**config.mk**
```make
export PLATFORM = sky130hd
export DESIGN_NAME = id_decode_stage
export DESIGN_NICKNAME = d
export VERILOG_FILES = /design/src/rtl/id_decode_stage.sv
export SDC_FILE = /design/constraint.sdc
export NUM_CORES = 1
export LEC_CHECK = 0
export BUFFER_PORTS_ARGS = -buffer_cell sky130_fd_sc_hd__buf_2
export CAP_MARGIN = 30
export CORE_UTILIZATION = 31
export DETAILED_ROUTE_END_ITERATION = 7
export GPL_TIMING_DRIVEN = 0
export PLACE_DENSITY = 0.6
export SLEW_MARGIN = 20
export SYNTH_ARGS = -nofsm -noshare
export SYNTH_HDL_FRONTEND = slang
export SYNTH_SLANG_ARGS = --single-unit
```
**constraint.sdc**
```tcl
create_clock -name clk -period 4.7 [get_ports clk]
set_input_delay 1.175 -clock clk [delete_from_list [all_inputs] [get_ports clk]]
set_output_delay 1.175 -clock clk [all_outputs]
set_load 0.02 [all_outputs]
```
**src/rtl/id_decode_stage.sv**
```systemverilog
// rv32i decode stage: instruction decode, load-use hazard detection and the ID/EX register.
// Also keeps a saturating count of inserted load-use bubbles.
package rv32i_types;
  typedef enum logic [6:0] {
    op_lui   = 7'b0110111,
    op_auipc = 7'b0010111,
    op_jal   = 7'b1101111,
    op_jalr  = 7'b1100111,
    op_br    = 7'b1100011,
    op_load  = 7'b0000011,
    op_store = 7'b0100011,
    op_imm   = 7'b0010011,
    op_reg   = 7'b0110011,
    op_csr   = 7'b1110011
  } rv32i_opcode;

  typedef enum logic [2:0] {
    alu_add = 3'b000, alu_sll = 3'b001, alu_sra = 3'b010, alu_sub = 3'b011,
    alu_xor = 3'b100, alu_srl = 3'b101, alu_or  = 3'b110, alu_and = 3'b111
  } alu_ops;

  typedef enum logic [2:0] {
    beq = 3'b000, bne = 3'b001, blt = 3'b100, bge = 3'b101, bltu = 3'b110, bgeu = 3'b111
  } branch_funct3_t;

  typedef enum logic [3:0] {
    rf_alu_out = 4'd0, rf_br_en = 4'd1, rf_u_imm = 4'd2, rf_lw  = 4'd3, rf_pc_plus4 = 4'd4,
    rf_lb      = 4'd5, rf_lbu   = 4'd6, rf_lh    = 4'd7, rf_lhu = 4'd8
  } regfilemux_sel_t;

  typedef enum logic [1:0] {
    pc_plus4 = 2'd0, pc_alu_out = 2'd1, pc_alu_mod2 = 2'd2
  } pcmux_sel_t;

  typedef struct packed {
    rv32i_opcode     opcode;
    alu_ops          aluop;
    branch_funct3_t  cmpop;
    regfilemux_sel_t regfilemux;
    pcmux_sel_t      pcmux;
    logic            load_regfile;
    logic            read;
    logic            write;
    logic [4:0]      rd;
    logic [31:0]     u_imm;
  } rv32i_control_word;
endpackage

module id_decode_stage
  import rv32i_types::*;
#(
  parameter int CNT_W     = 16,
  parameter bit EN_HAZARD = 1'b1
) (
  input  logic                                clk,
  input  logic                                rst,
  input  logic                                if_valid,
  input  logic [31:0]                         if_instr,
  input  logic [31:0]                         if_pc,
  input  logic                                ex_stall,
  input  logic                                flush,
  output logic                                id_ready,
  output logic                                ex_valid,
  output logic [$bits(rv32i_control_word)-1:0] ex_ctrl,
  output logic [31:0]                         ex_pc,
  output logic [4:0]                          ex_rs1,
  output logic [4:0]                          ex_rs2,
  output logic                                ex_illegal,
  output logic [CNT_W-1:0]                    bubble_cnt
);

  rv32i_control_word dec, ex_ctrl_q;
  logic dec_illegal, uses_rs1, uses_rs2, haz;
  logic [2:0] funct3;

  assign funct3  = if_instr[14:12];
  assign ex_ctrl = ex_ctrl_q;

  always_comb begin
    dec              = '0;
    dec.opcode       = rv32i_opcode'(if_instr[6:0]);
    dec.aluop        = alu_add;
    dec.cmpop        = beq;
    dec.regfilemux   = rf_alu_out;
    dec.pcmux        = pc_plus4;
    dec.rd           = if_instr[11:7];
    dec.u_imm        = {if_instr[31:12], 12'h000};
    dec_illegal      = 1'b0;
    uses_rs1         = 1'b0;
    uses_rs2         = 1'b0;
    case (if_instr[6:0])
      op_lui: begin
        dec.load_regfile = 1'b1;
        dec.regfilemux   = rf_u_imm;
      end
      op_auipc: dec.load_regfile = 1'b1;
      op_jal: begin
        dec.load_regfile = 1'b1;
        dec.regfilemux   = rf_pc_plus4;
        dec.pcmux        = pc_alu_out;
      end
      op_jalr: begin
        dec.load_regfile = 1'b1;
        dec.regfilemux   = rf_pc_plus4;
        dec.pcmux        = pc_alu_mod2;
        uses_rs1         = 1'b1;
      end
      op_br: begin
        dec.cmpop = branch_funct3_t'(funct3);
        uses_rs1  = 1'b1;
        uses_rs2  = 1'b1;
      end
      op_store: begin
        dec.write = 1'b1;
        uses_rs1  = 1'b1;
        uses_rs2  = 1'b1;
      end
      op_load: begin
        uses_rs1         = 1'b1;
        dec.read         = 1'b1;
        dec.load_regfile = 1'b1;
        case (funct3)
          3'b000:  dec.regfilemux = rf_lb;
          3'b001:  dec.regfilemux = rf_lh;
          3'b010:  dec.regfilemux = rf_lw;
          3'b100:  dec.regfilemux = rf_lbu;
          3'b101:  dec.regfilemux = rf_lhu;
          default: begin
            // undefined load width: keep the entry inert
            dec.read         = 1'b0;
            dec.load_regfile = 1'b0;
            dec_illegal      = 1'b1;
          end
        endcase
      end
      op_imm, op_reg: begin
        dec.load_regfile = 1'b1;
        uses_rs1         = 1'b1;
        uses_rs2         = (if_instr[6:0] == op_reg);
        case (funct3)
          3'b000: dec.aluop = ((if_instr[6:0] == op_reg) && if_instr[30]) ? alu_sub : alu_add;
          3'b001: dec.aluop = alu_sll;
          3'b010: begin
            dec.cmpop      = blt;
            dec.regfilemux = rf_br_en;
          end
          3'b011: begin
            dec.cmpop      = bltu;
            dec.regfilemux = rf_br_en;
          end
          3'b100: dec.aluop = alu_xor;
          3'b101: dec.aluop = if_instr[30] ? alu_sra : alu_srl;
          3'b110: dec.aluop = alu_or;
          default: dec.aluop = alu_and;
        endcase
      end
      default: dec_illegal = 1'b1;
    endcase
  end

  assign haz = EN_HAZARD && if_valid && ex_valid && ex_ctrl_q.read && (ex_ctrl_q.rd != 5'd0) &&
               ((uses_rs1 && (if_instr[19:15] == ex_ctrl_q.rd)) ||
                (uses_rs2 && (if_instr[24:20] == ex_ctrl_q.rd)));

  assign id_ready = ~ex_stall & ~haz & ~flush;

  always_ff @(posedge clk) begin
    if (rst) begin
      ex_valid   <= 1'b0;
      ex_ctrl_q  <= '0;
      ex_pc      <= '0;
      ex_rs1     <= '0;
      ex_rs2     <= '0;
      ex_illegal <= 1'b0;
      bubble_cnt <= '0;
    end else if (flush) begin
      // flushed entries also drop their side-effect enables
      ex_valid               <= 1'b0;
      ex_illegal             <= 1'b0;
      ex_ctrl_q.load_regfile <= 1'b0;
      ex_ctrl_q.read         <= 1'b0;
      ex_ctrl_q.write        <= 1'b0;
    end else if (ex_stall) begin
    end else if (haz) begin
      ex_valid               <= 1'b0;
      ex_ctrl_q.load_regfile <= 1'b0;
      ex_ctrl_q.read         <= 1'b0;
      ex_ctrl_q.write        <= 1'b0;
      if (bubble_cnt != '1) bubble_cnt <= bubble_cnt + CNT_W'(1);
    end else if (if_valid) begin
      ex_valid   <= 1'b1;
      ex_ctrl_q  <= dec;
      ex_pc      <= if_pc;
      ex_rs1     <= if_instr[19:15];
      ex_rs2     <= if_instr[24:20];
      ex_illegal <= dec_illegal;
    end else begin
      ex_valid               <= 1'b0;
      ex_ctrl_q.load_regfile <= 1'b0;
      ex_ctrl_q.read         <= 1'b0;
      ex_ctrl_q.write        <= 1'b0;
    end
  end

endmodule

```
-- After elaboration in Yosys (flattened, before gate mapping)
Index checks and enable logic that the tools add are counted.
- bitwise operators: 5
- mux-type cells: 21
- reduce and logical (&&, ||, !) cells: 22
- equality and inequality tests: 18
- $add $sub $neg: 1
- operator list (cell ; count):
    $eq 7x6->1 const B ; 3
    $eq 7x7->1 const B ; 3
    $pmux 4 s5 ; 1
    $pmux 3 s6 ; 1
    $add 16x1->16 const B ; 1
    $ne 16x16->1 const B ; 1
    $pmux 4 s4 ; 1
    $eq 7x5->1 const B ; 2
    $pmux 7 s2 ; 1
    $mux 3 ; 4
    $reduce_or 6->1 ; 2
    $eq 5x5->1 ; 2
    $reduce_or 2->1 ; 5
    $eq 3x3->1 const B ; 3
    $reduce_and 4->1 ; 2
    $reduce_or 8->1 ; 1
    $eq 7x2->1 const B ; 1
    $logic_and 1x1->1 ; 7
    $eq 3x2->1 const B ; 2
    $mux 1 ; 6
    $pmux 1 s2 ; 3
    $pmux 3 s2 ; 1
    $reduce_bool 5->1 ; 1
    $reduce_or 5->1 ; 1
    8 further kinds ; 12
- register bits after elaboration: 107
- input port bits: 69
- logic and storage cells: 83
- output and inout port bits: 120

-- Depth between registers and ports, before layout
Gate-level depths: netlist of run 1.
- depth after elaboration: 9
- mapped depth: 10
- gate-level depth less buffers: 6

-- Least setup slack after synthesis of run 1
Ideal clock, no wire load.
- path kind: input -> output
- start point: input if_instr[5]
- end point: output id_ready
- slack: 0.701 ns
- path buffers: 3
- arrival time: 2.824 ns
- required time: 3.525 ns
- cell stages on the path: 8
- path through: buf_2 nor2b_1 a21oi_1 nor4_4 o21a_1 buf_2 buf_4 nor3_1
- longest elaborated chain between the ends: 9
- elaborated cells between the ends (all ways): 18
- classes of those cells: eq/ne (6); mux (2); bitwise (3); reduce/logical (7)
- RTL lines (element ; line ; source):
    from (decl) ; 58 ; input logic [31:0] if_instr,
    $eq 7x6->1 (tied with other cells) ; 91, 139 ;
    $reduce_or 6->1 (no line) (tied with other cells) ; -- ;
    $mux 1 / $pmux 1 s2 (equally long branches) ; 91 ; case (if_instr[6:0])
    $logic_and 1x1->1 (on tied branches) ; 162, 163 ;
    $logic_or 1x1->1 * ; 162 ; ((uses_rs1 && (if_instr[19:15] == ex_ctrl_q.rd)) ||
    $logic_and 1x1->1 * ; 161 ; assign haz = EN_HAZARD && if_valid && ex_valid && ex_ctrl_q.read && (ex_ctrl_q.rd != 5'd0) &&
    $not 1->1 (no line) * ; -- ;
    $and 1x1->1 * (2 in series) ; 165 ; assign id_ready = ~ex_stall & ~haz & ~flush;
    to (decl) ; 62 ; output logic id_ready,
Mark *: on every way between the ends. The rest lies on a longest branch, timed or not.

-- Worst setup path in the final report of run 1
Same ends and word-level chain as after synthesis.

==> results.py, run 1 <==
metrics = {
    "outcome": {
        "status": "complete, no violations",
    },
    "cts": {
        "cts_max_level": 3,
        "post-cts-setup-buffers": 0,
        "cts_tree": "built",
        "cts_root_buf": "clkbuf_16",
        "clk_pin_slew_ns": 0.07,
        "clk_latency_ns": 0.35,
        "clock_path_buffers": 2,
        "cts_hold_buf": 0,
        "cts_buffers": 9,
        "clock-sinks": 97,
    },
    "routing": {
        "vias": 4849,
        "wl_per_cell_um": 16.28,
        "wirelength_um": 15420,
        "via_per_inst": 5.120,
        "drt_iter0_markers": 309,
        "drc": 0,
        "ant_nets": 0,
        "drt_pre_antenna_iters": 5,
    },
    "placement": {
        "place_ws_ns": 0.02221,
        "portBuffers": 172,
        "hpwlAfterDp_um": 11480,
        "gp_congestion": 0.8277,
    },
    "timing": {
        "tns_ns": 0,
        "layout_setup_ws_ns": 0.2666,
        "layout_min_cycle_time_ns": 4.433,
        "fin_crit_sh": 0.9433,
        "tightestPinTransition_ns": 0.8613,
        "finalSetupViolCount": 0,
        "max_clock_freq_mhz": 225.6,
        "hold_viol": 0,
        "rsz0062_at_grt": "false",
        "slew_headroom": 0.4219,
        "maxSlewViolCount": 0,
        "clock_skew_ns": 0.01013,
    },
    "power": {
        "seqPwrFrac": 0.483,
        "p_switching_w": 0.0004865,
        "clkPwrFrac": 0.397,
        "power_frac_comb": 0.121,
        "swShare": 0.2753,
        "power_density_nw_per_um2": 295.7,
        "ir_drop_v": 0.0001448,
        "intPower_w": 0.001281,
        "leakagePower_nw": 2.532,
    },
    "setup_path": {
        "r2r_slack_ns": 1.95,
        "crit_path_max_fanout": 10,
        "r2r-start": "ex_ctrl[36]$_SDFFE_PP0P_",
        "critical-path-top-delay-family": "buffers and inverters",
        "cp.arrival_ns": 3.26,
        "worstRegToRegCells": 9,
        "end_kind": "output pin",
        "crit_type": "input port to output pin",
        "path_cells": "buf_2 > nor2b_2 > a21oi_1 > nor4_4 > o21a_2 > buf_2 > buf_4 > nor3_1 > buf_2",
        "worst-path-buf-inv": 4,
        "slowest_delay_ns": 0.34,
        "critPathLaunchType": "input port",
        "path_common_cell": "buf_2",
        "cp_slowest_cell": "nor4_4",
        "r2r_end": "ex_pc[23]$_SDFFE_PP0P_",
        "cp_data_required_time_ns": 3.52,
    },
    "floorplan": {
        "num_rows": 43,
        "ios": 189,
        "start_util": 0.3227,
        "die_h_um": 123.4,
        "dieArea_um2": 15220,
        "coreArea_um2": 14150,
        "fp.dieW_um": 123.4,
    },
    "global_routing": {
        "grt_max_degree": 18,
        "grt_first_pass_wirelength_um": 23360,
        "overflow": 0,
        "grt_pass1_vias": 4392,
        "antenna_found_initial": 0,
        "track_usage": 0.2016,
    },
    "finish": {
        "regArea_um2": 1942,
        "fin_nets": 832,
        "multi_input_area_um2": 2265,
        "num_antenna_cells": 0,
        "drive_gt1_frac": 0.3064,
        "area_growth_pct": 30.89,
        "fillers": 1517,
    },
    "job": {
        "cap_violations": 0,
    },
    "synthesis": {
        "synth_most_common_cell": "dfxtp_1",
        "synth_area_um2": 4566,
        "synth_top_cells_by_count": "dfxtp_1 (97), nand3_1 (86), a21oi_1 (82)",
        "synthFlopType": "dfxtp_1",
        "synth_cell_types": 51,
        "syn_avg_cell_area_um2": 8.038,
        "postSynth.asyncResetShare": 0,
        "postSynthCellCount": 568,
        "synth_largest_area_cell": "dfxtp_1",
        "synth-edff-count": 0,
        "ys_top_cells_by_area": "dfxtp_1 (43%), nand3_1 (9.4%), a21oi_1 (9.0%), o21ai_0 (8.7%), buf_4 (3.8%)",
        "ys_seq_elements": 97,
        "seq_area_frac_synth": 0.4253,
        "yosysTopAreaCellShare": 0.4253,
        "yosys_warnings": 0,
    },
    "min_path": {
        "hold_class": "register to register",
        "min_from": "ex_ctrl[28]$_SDFFE_PP0P_",
        "min_to": "ex_ctrl[28]$_SDFFE_PP0P_",
        "min_path_cells": 2,
    },
}
## power groups by stage
stage	Combinational [W]	Clock (W)	Sequential (W)
6_report	0.000213	0.000701	0.000853
5_1_grt	0.000234	0.000751	0.000855
4_1_cts	0.000212	0.000723	0.000853
3_5_place_dp	0.000211	0	0.000872
3_3_place_gp	0.000212	0	0.000871
2_1_floorplan	0.000103	0	0.000894
## worst min-delay path, stage by stage (launching register included)
cell and delay, ns:
dfxtp_1 0.31, o21ai_0 0.06, a21oi_1 0.06
## worst max-delay path by stage
stage / startpoint / to / slack, ns / cells past startpoint
after floorplan: if_instr[5] / id_ready / 0.70 / 8
after global placement: if_instr[5] / id_ready / 0.01 / 9
after detailed placement: if_instr[5] / id_ready / 0.02 / 9
after CTS: if_instr[5] / id_ready / 0.004 / 9
after global routing: if_instr[5] / id_ready / 0.13 / 9
final: if_instr[5] / id_ready / 0.27 / 9
## placed cells by master (no fill, tap or decap), types with 3 or more instances in the layout
master,count
nand4_1,7
buf_1,8
clkinvlp_4,3
nor2b_1,7
xor2_1,10
clkbuf_1,36
inv_1,4
o31ai_1,7
buf_2,180
nand2b_1,11
nor4_1,6
clkbuf_16,9
buf_4,23
dfxtp_1,97
mux2i_1,4
o21ai_0,79
or4_1,6
nand3_1,86
nand3b_1,3
conb_1,12
a21oi_1,82
nand2_1,13
and3_1,3
nor2_1,19
nor3_1,9
mux2_2,4
## cell families (layout without fill, tap and decap cells)
family                   Yosys count  in the layout  synth area share
AO/OA/AOI/OAI                    185            185            0.2179
AND/OR/NAND/NOR                  184            184            0.2220
flip-flops                        97             97            0.4253
buffers and inverters             80            268           0.08852
XOR/XNOR                          10             10           0.01918
multiplexers                      10             10           0.02357
adder cells (fa/ha/maj)            1              1          0.002740
other                              1             12         0.0008214
## routing by layer
metal / part of all wire / up-vias / global-route usage
met5: 0 / - / 0
met4: 0.011 / 0 / 0.05723
met3: 0.061 / 17 / 0.04059
met2: 0.46 / 165 / 0.3174
met1: 0.47 / 2253 / 0.2772
li1: - / 2414 / -
## final cells by class
| type | instances | share of cell area |
|---|---|---|
| clock buffer | 9 | 0.03769 |
| inverter | 4 | 0.002513 |
| clock inverter | 7 | 0.009003 |
| sequential | 97 | 0.3250 |
| tap | 180 | 0.03769 |
| buffer | 76 | 0.06512 |
| timing repair buffer | 172 | 0.1441 |
| multi-input combinational | 402 | 0.3790 |
## state kept, by name, summed over array words and instances (netlist names)
signal / cells
ex_rs2: 4
ex_ctrl: 39
ex_pc: 32
ex_illegal: 1
ex_valid: 1
ex_rs1: 4
bubble_cnt: 16
## metrics by stage
stage	utilization	cell area (µm²)	total power [W]	hold WS [ns]	cells
after CTS	0.4221	5972	0.001788	0.4756	947
after global routing	0.4223	5976	0.001841	0.4911	947
after floorplan	-	4607	0.0009964	0.5358	579
after global placement	0.4023	5693	0.001083	0.4606	931
final	0.4223	5976	0.001767	0.4735	947
after detailed placement	0.4023	5693	0.001083	0.4646	931
## timing repair
action	in CTS	in global routing
hold endpoints to repair	0	0
gates resized for setup	0	2
endpoints found under the setup margin	0	1
Power figures use the tool's default switching activity.
==> run 2, diff against run 1 <==
--- a/config.mk
+++ b/config.mk
@@ -7,10 +7,9 @@
 export LEC_CHECK = 0
 export BUFFER_PORTS_ARGS = -buffer_cell sky130_fd_sc_hd__buf_2
 export CAP_MARGIN = 30
-export CORE_UTILIZATION = 31
+export CORE_UTILIZATION = 52
 export DETAILED_ROUTE_END_ITERATION = 7
-export GPL_TIMING_DRIVEN = 0
-export PLACE_DENSITY = 0.6
+export PLACE_DENSITY = 0.9
 export SLEW_MARGIN = 20
 export SYNTH_ARGS = -nofsm -noshare
 export SYNTH_HDL_FRONTEND = slang
==> run 2 against run 1 <==
Against the previous run: combinational power fell by 9.4%; power fell by 7.2%; sequential share of layout area rose by 2.5 points; final cell count fell by 15%; cell area fell by 7.2%; clock skew rose by 0.0054 ns; fmax rose by 15%; clock power fell by 15%; core utilization rose by 24 points; critical path type unchanged; largest cell class unchanged; largest power group unchanged.
==> results.py, run 2 (synthesized netlist as in run 1, its figures left out) <==
metrics = {
    "outcome": {
        "status": "complete, no violations",
    },
    "finish": {
        "area_growth_pct": 21.51,
        "final_cell_mix": "buf_2 (175), dfxtp_1 (97), nand3_1 (86), a21oi_1 (82), o21ai_0 (79)",
        "fin_nets": 767,
        "layout_commonest_cell": "buf_2",
        "fillers": 718,
        "final_core_util": 0.6652,
        "largest_reg_flops": 39,
        "num_antenna_cells": 0,
        "drive_gt1_frac": 0.3063,
    },
    "cts": {
        "cts_resized": 0,
        "cts_hold_buf": 0,
        "clock-sinks": 97,
        "post-cts-setup-buffers": 0,
        "clock_path_buffers": 2,
        "cts_buffers": 9,
        "clk_latency_ns": 0.37,
        "cts_max_level": 3,
        "cts_tree": "built",
        "cts_root_buf": "clkbuf_8",
        "clk_pin_slew_ns": 0.09,
    },
    "timing": {
        "maxSlewViolCount": 0,
        "layout_min_cycle_time_ns": 3.852,
        "clock_skew_ns": 0.01553,
        "layout_setup_ws_ns": 0.8477,
        "whs_ns": 0.4763,
        "hold_viol": 0,
        "tightestPinTransition_ns": 0.8808,
        "max_clock_freq_mhz": 259.6,
        "slew_headroom": 0.4088,
        "finalSetupViolCount": 0,
        "tns_ns": 0,
        "rsz0062_at_grt": "false",
        "fin_crit_sh": 0.8196,
    },
    "setup_path": {
        "r2r_slack_ns": 1.75,
        "cp_data_required_time_ns": 3.52,
        "path_common_cell": "buf_2",
        "slowest_delay_ns": 0.52,
        "path_cells": "buf_2 > nand3b_4 > or4_4 > nor4_4 > o21a_2 > nor3_1 > buf_2",
        "worstRegToRegCells": 7,
        "crit_path_max_fanout": 6,
        "critPathLaunchType": "input port",
        "end_kind": "output pin",
        "crit_type": "input port to output pin",
        "r2r_end": "ex_ctrl[49]$_SDFFE_PP0P_",
        "cp.arrival_ns": 2.68,
        "cp_slowest_cell": "or4_4",
        "r2r-start": "ex_ctrl[35]$_SDFFE_PP0P_",
    },
    "routing": {
        "drt_iter0_markers": 452,
        "drt_pre_antenna_iters": 5,
        "wirelength_um": 13230,
        "drc": 0,
        "ant_nets": 0,
        "vias": 4772,
        "wl_per_cell_um": 16.39,
        "via_per_inst": 5.913,
    },
    "min_path": {
        "min_to": "ex_ctrl[46]$_SDFFE_PP0P_",
        "min_path_cells": 2,
        "min_from": "ex_ctrl[46]$_SDFFE_PP0P_",
        "hold_class": "register to register",
    },
    "placement": {
        "place_ws_ns": 0.8537,
        "portBuffers": 176,
        "hpwlAfterDp_um": 8918,
        "gp_congestion": 0.9194,
    },
    "floorplan": {
        "dieArea_um2": 9158,
        "die_h_um": 95.70,
        "start_util": 0.5474,
        "ios": 189,
        "num_rows": 33,
        "coreArea_um2": 8341,
        "fp.dieW_um": 95.70,
    },
    "global_routing": {
        "overflow": 0,
        "grt_first_pass_wirelength_um": 20240,
        "antenna_found_initial": 0,
        "grt_pass1_vias": 4223,
        "track_usage": 0.2803,
        "grt_max_degree": 111,
    },
    "power": {
        "leakagePower_nw": 2.367,
        "power_density_nw_per_um2": 295.5,
        "ir_drop_v": 0.0001731,
    },
    "job": {
        "cap_violations": 0,
    },
}
==> run 2: layer usage <==
metal / vias up / part of all wire / GRT usage
li1: 2273 / - / -
met1: 2203 / 0.39 / 0.3517
met3: 39 / 0.087 / 0.07899
met5: - / 0 / 0
met4: 0 / 0.031 / 0.09826
met2: 257 / 0.49 / 0.4607
==> run 2: worst max path at each step <==
stage	from	to	slack [ns]
2_1_floorplan	if_instr[5]	id_ready	0.70
3_3_place_gp	if_instr[3]	id_ready	0.89
3_5_place_dp	if_instr[3]	id_ready	0.85
4_1_cts	if_instr[3]	id_ready	0.85
5_1_grt	if_instr[5]	id_ready	0.77
6_report	if_instr[3]	id_ready	0.85
==> run 2: area by class of cell <==
type	count	area, µm²	share of cell area
multi-input combinational	402	2273	0.4098
clock buffer	9	123.9	0.02233
timing repair buffer	183	968.4	0.1746
sequential	97	1942	0.3500
inverter	4	15.01	0.002706
tap	105	131.4	0.02368
clock inverter	7	93.84	0.01691
==> run 2: critical path, delay by kind of cell <==
kind | cells | cell delay, ns
AOI/OAI and AO/OA | 1 | 0.23
buffers and inverters | 2 | 0.27
and+or+nand+nor | 4 | 0.99
==> run 2: power breakdown <==
| group | internal (W) | leakage [nW] | switching (W) | total, W |
|---|---|---|---|---|
| logic | 0.0000676 | 1.47 | 0.000126 | 0.000193 |
| clock network | 0.000262 | 0.107 | 0.000332 | 0.000594 |
| registers | 0.000841 | 0.786 | 0.0000113 | 0.000852 |
==> run 2: through the flow <==
stage / cells / instance area, µm² / total power (W)
global route: 807 / 5548 / 0.001699
detailed placement: 789 / 5283 / 0.001057
floorplan: 579 / 4607 / 0.0009964
finish: 807 / 5548 / 0.001639
global placement: 789 / 5283 / 0.001052
CTS: 805 / 5500 / 0.001633
==> run 3, diff against run 2 <==
--- a/config.mk
+++ b/config.mk
@@ -5,11 +5,12 @@
 export SDC_FILE = /design/constraint.sdc
 export NUM_CORES = 1
 export LEC_CHECK = 0
+export ABC_AREA = 1
 export BUFFER_PORTS_ARGS = -buffer_cell sky130_fd_sc_hd__buf_2
 export CAP_MARGIN = 30
-export CORE_UTILIZATION = 52
+export CORE_UTILIZATION = 49
 export DETAILED_ROUTE_END_ITERATION = 7
-export PLACE_DENSITY = 0.9
+export PLACE_DENSITY = 0.84
 export SLEW_MARGIN = 20
 export SYNTH_ARGS = -nofsm -noshare
 export SYNTH_HDL_FRONTEND = slang
==> constraint.sdc (replaced) <==
create_clock -name clk -period 3.9 [get_ports clk]
set_input_delay 0.975 -clock clk [delete_from_list [all_inputs] [get_ports clk]]
set_output_delay 0.975 -clock clk [all_outputs]
set_load 0.02 [all_outputs]
==> run 3 against run 2 <==
Against the previous run: wire length fell by 12%; via count up 2.1%; highest routed layer unchanged; critical path depth rose by 3; die area rose by 14%; cell area increased by 7.0%; non-clock buffer count did not move.
==> results.py, run 3 <==
metrics = {
    "timing": {
        "fin_crit_sh": 0.8543,
        "layout_min_cycle_time_ns": 3.332,
        "max_clock_freq_mhz": 300.1,
        "tns_ns": 0,
        "whs_ns": 0.4691,
        "tightestPinTransition_ns": 0.8731,
        "hold_viol": 0,
        "finalSetupViolCount": 0,
        "clock_skew_ns": 0.01604,
        "rsz0062_at_grt": "false",
        "maxSlewViolCount": 0,
        "slew_headroom": 0.4171,
    },
    "placement": {
        "hpwlAfterDp_um": 8615,
        "portBuffers": 176,
        "gp_congestion": 0.8890,
    },
    "power": {
        "power_density_nw_per_um2": 331.5,
        "ir_drop_v": 0.0002003,
        "leakagePower_nw": 3.349,
    },
    "synthesis": {
        "synth-edff-count": 0,
        "syn_avg_cell_area_um2": 6.338,
        "synthFlopType": "dfxtp_1",
        "ys_seq_elements": 97,
        "synth_area_um2": 4918,
        "synth_most_common_cell": "nand2_1",
        "synth_top_cells_by_count": "nand2_1 (215), nor2_1 (180), inv_1 (108)",
        "seq_area_frac_synth": 0.3948,
        "yosys_warnings": 0,
        "synth_cell_types": 32,
        "postSynthCellCount": 776,
        "yosysTopAreaCellShare": 0.3948,
        "synth_largest_area_cell": "dfxtp_1",
        "postSynth.asyncResetShare": 0,
        "ys_top_cells_by_area": "dfxtp_1 (39%), nand2_1 (16%), nor2_1 (14%), inv_1 (8.2%), buf_4 (4.3%)",
    },
    "setup_path": {
        "critPathLaunchType": "input port",
        "crit_path_max_fanout": 10,
        "crit_type": "input port to output pin",
        "path_depth": 10,
        "cp_slowest_cell": "a21oi_2",
        "cp_data_required_time_ns": 2.92,
        "r2r_slack_ns": 1.58,
        "worst-path-buf-inv": 3,
        "r2r_end": "ex_rs1[1]$_SDFFE_PP0P_",
        "critical-path-top-delay-family": "simple AND/OR/NAND/NOR gates",
        "worstRegToRegCells": 14,
        "end_kind": "output pin",
        "path_common_cell": "nor2_1",
        "slowest_delay_ns": 0.41,
        "path_cells": "buf_2 > nor2_1 > nand2_2 > inv_2 > nand2_1 > nor2_1 > nand2_1 > a21oi_2 > nor2_1 > buf_2",
        "cp.arrival_ns": 2.36,
        "r2r-start": "ex_ctrl[33]$_SDFFE_PP0P_",
    },
    "cts": {
        "clock_path_buffers": 2,
        "clk_latency_ns": 0.36,
        "post-cts-setup-buffers": 0,
        "clock-sinks": 97,
        "cts_buffers": 9,
        "cts_resized": 0,
        "cts_root_buf": "clkbuf_8",
        "cts_tree": "built",
        "cts_hold_buf": 0,
        "cts_max_level": 3,
        "clk_pin_slew_ns": 0.08,
    },
    "global_routing": {
        "overflow": 0,
        "grt_first_pass_wirelength_um": 18310,
        "grt_pass1_vias": 4065,
        "antenna_found_initial": 0,
        "grt_max_degree": 51,
        "track_usage": 0.2236,
    },
    "routing": {
        "drt_pre_antenna_iters": 4,
        "wl_per_cell_um": 10.92,
        "via_per_inst": 4.565,
        "drc": 0,
        "vias": 4871,
        "ant_nets": 0,
        "drt_iter0_markers": 164,
        "wirelength_um": 11660,
    },
    "finish": {
        "multi_input_area_um2": 2262,
        "final_cell_mix": "nand2_1 (215), nor2_1 (180), buf_2 (176), inv_1 (108), dfxtp_1 (97)",
        "fin_nets": 1000,
        "fillers": 959,
        "layout_commonest_cell": "nand2_1",
        "num_antenna_cells": 0,
        "area_growth_pct": 20.68,
        "drive_gt1_frac": 0.2302,
        "largest_reg_flops": 39,
        "regArea_um2": 1942,
    },
    "floorplan": {
        "coreArea_um2": 9729,
        "fp.dieW_um": 102.2,
        "start_util": 0.5055,
        "dieArea_um2": 10440,
        "num_rows": 36,
        "die_h_um": 102.2,
        "ios": 189,
    },
    "min_path": {
        "min_path_cells": 2,
        "min_from": "ex_ctrl[14]$_SDFFE_PP0P_",
        "min_to": "ex_ctrl[14]$_SDFFE_PP0P_",
        "hold_class": "register to register",
    },
    "outcome": {
        "status": "complete, no violations",
    },
    "job": {
        "cap_violations": 0,
    },
}
[run 3: tightest hold or removal path, delay by kind of cell (launching register included)]
kind | cells | cell delay, ns
simple gates | 1 | 0.06
flops | 1 | 0.32
compound gates | 1 | 0.05
[run 3: layer usage]
layer / global-route usage / up-vias / wire length [µm]
li1: - / 2616 / -
met1: 0.2756 / 2081 / 5251
met2: 0.3712 / 154 / 5369
met3: 0.05882 / 20 / 788
met4: 0.09011 / 0 / 246
met5: 0 / - / 0
[run 3: report_power, final]
part / internal [W] / switching, W / total [W]
logic: 0.000111 / 0.000211 / 0.000322
registers: 0.00103 / 0.0000225 / 0.00105
clock network: 0.000246 / 0.000347 / 0.000593
[run 3: layout make-up]
cell class	count	area share
multi-input combinational	523	0.3811
sequential	97	0.3271
timing repair buffer	183	0.1615
inverter	116	0.07336
tap	133	0.02804
clock buffer	11	0.02382
clock inverter	4	0.005059
[run 3: worst max path at each step]
| stage | startpoint | endpoint | slack, ns |
|---|---|---|---|
| after global routing | if_instr[2] | id_ready | 0.33 |
| after global placement | if_instr[3] | id_ready | 0.62 |
| after CTS | if_instr[3] | id_ready | 0.57 |
| final | if_instr[3] | id_ready | 0.57 |
| after floorplan | if_instr[2] | id_ready | 0.97 |
| after detailed placement | if_instr[3] | id_ready | 0.57 |
[run 3: kinds of logic after synthesis]
kind of cell	after synthesis	share of synthesized area
simple gates	461	0.3839
buf+inv	167	0.1552
flops	97	0.3948
compound gates	38	0.04325
xor+xnor	11	0.01959
fa+ha+maj	1	0.002543
other cells	1	0.0007624
[run 3: stage by stage]
stage / setup slack (ns) / instance area, µm² / total power [W] / std cells / utilization
finish: 0.5682 / 5936 / 0.001967 / 1067 / 0.6101
global route: 0.3279 / 5936 / 0.002081 / 1067 / 0.6101
CTS: 0.5681 / 5936 / 0.001996 / 1067 / 0.6101
detailed placement: 0.5651 / 5764 / 0.001398 / 1052 / 0.5925
global placement: 0.6154 / 5764 / 0.001394 / 1052 / 0.5925
floorplan: 0.9741 / 4960 / 0.001299 / 787 / -
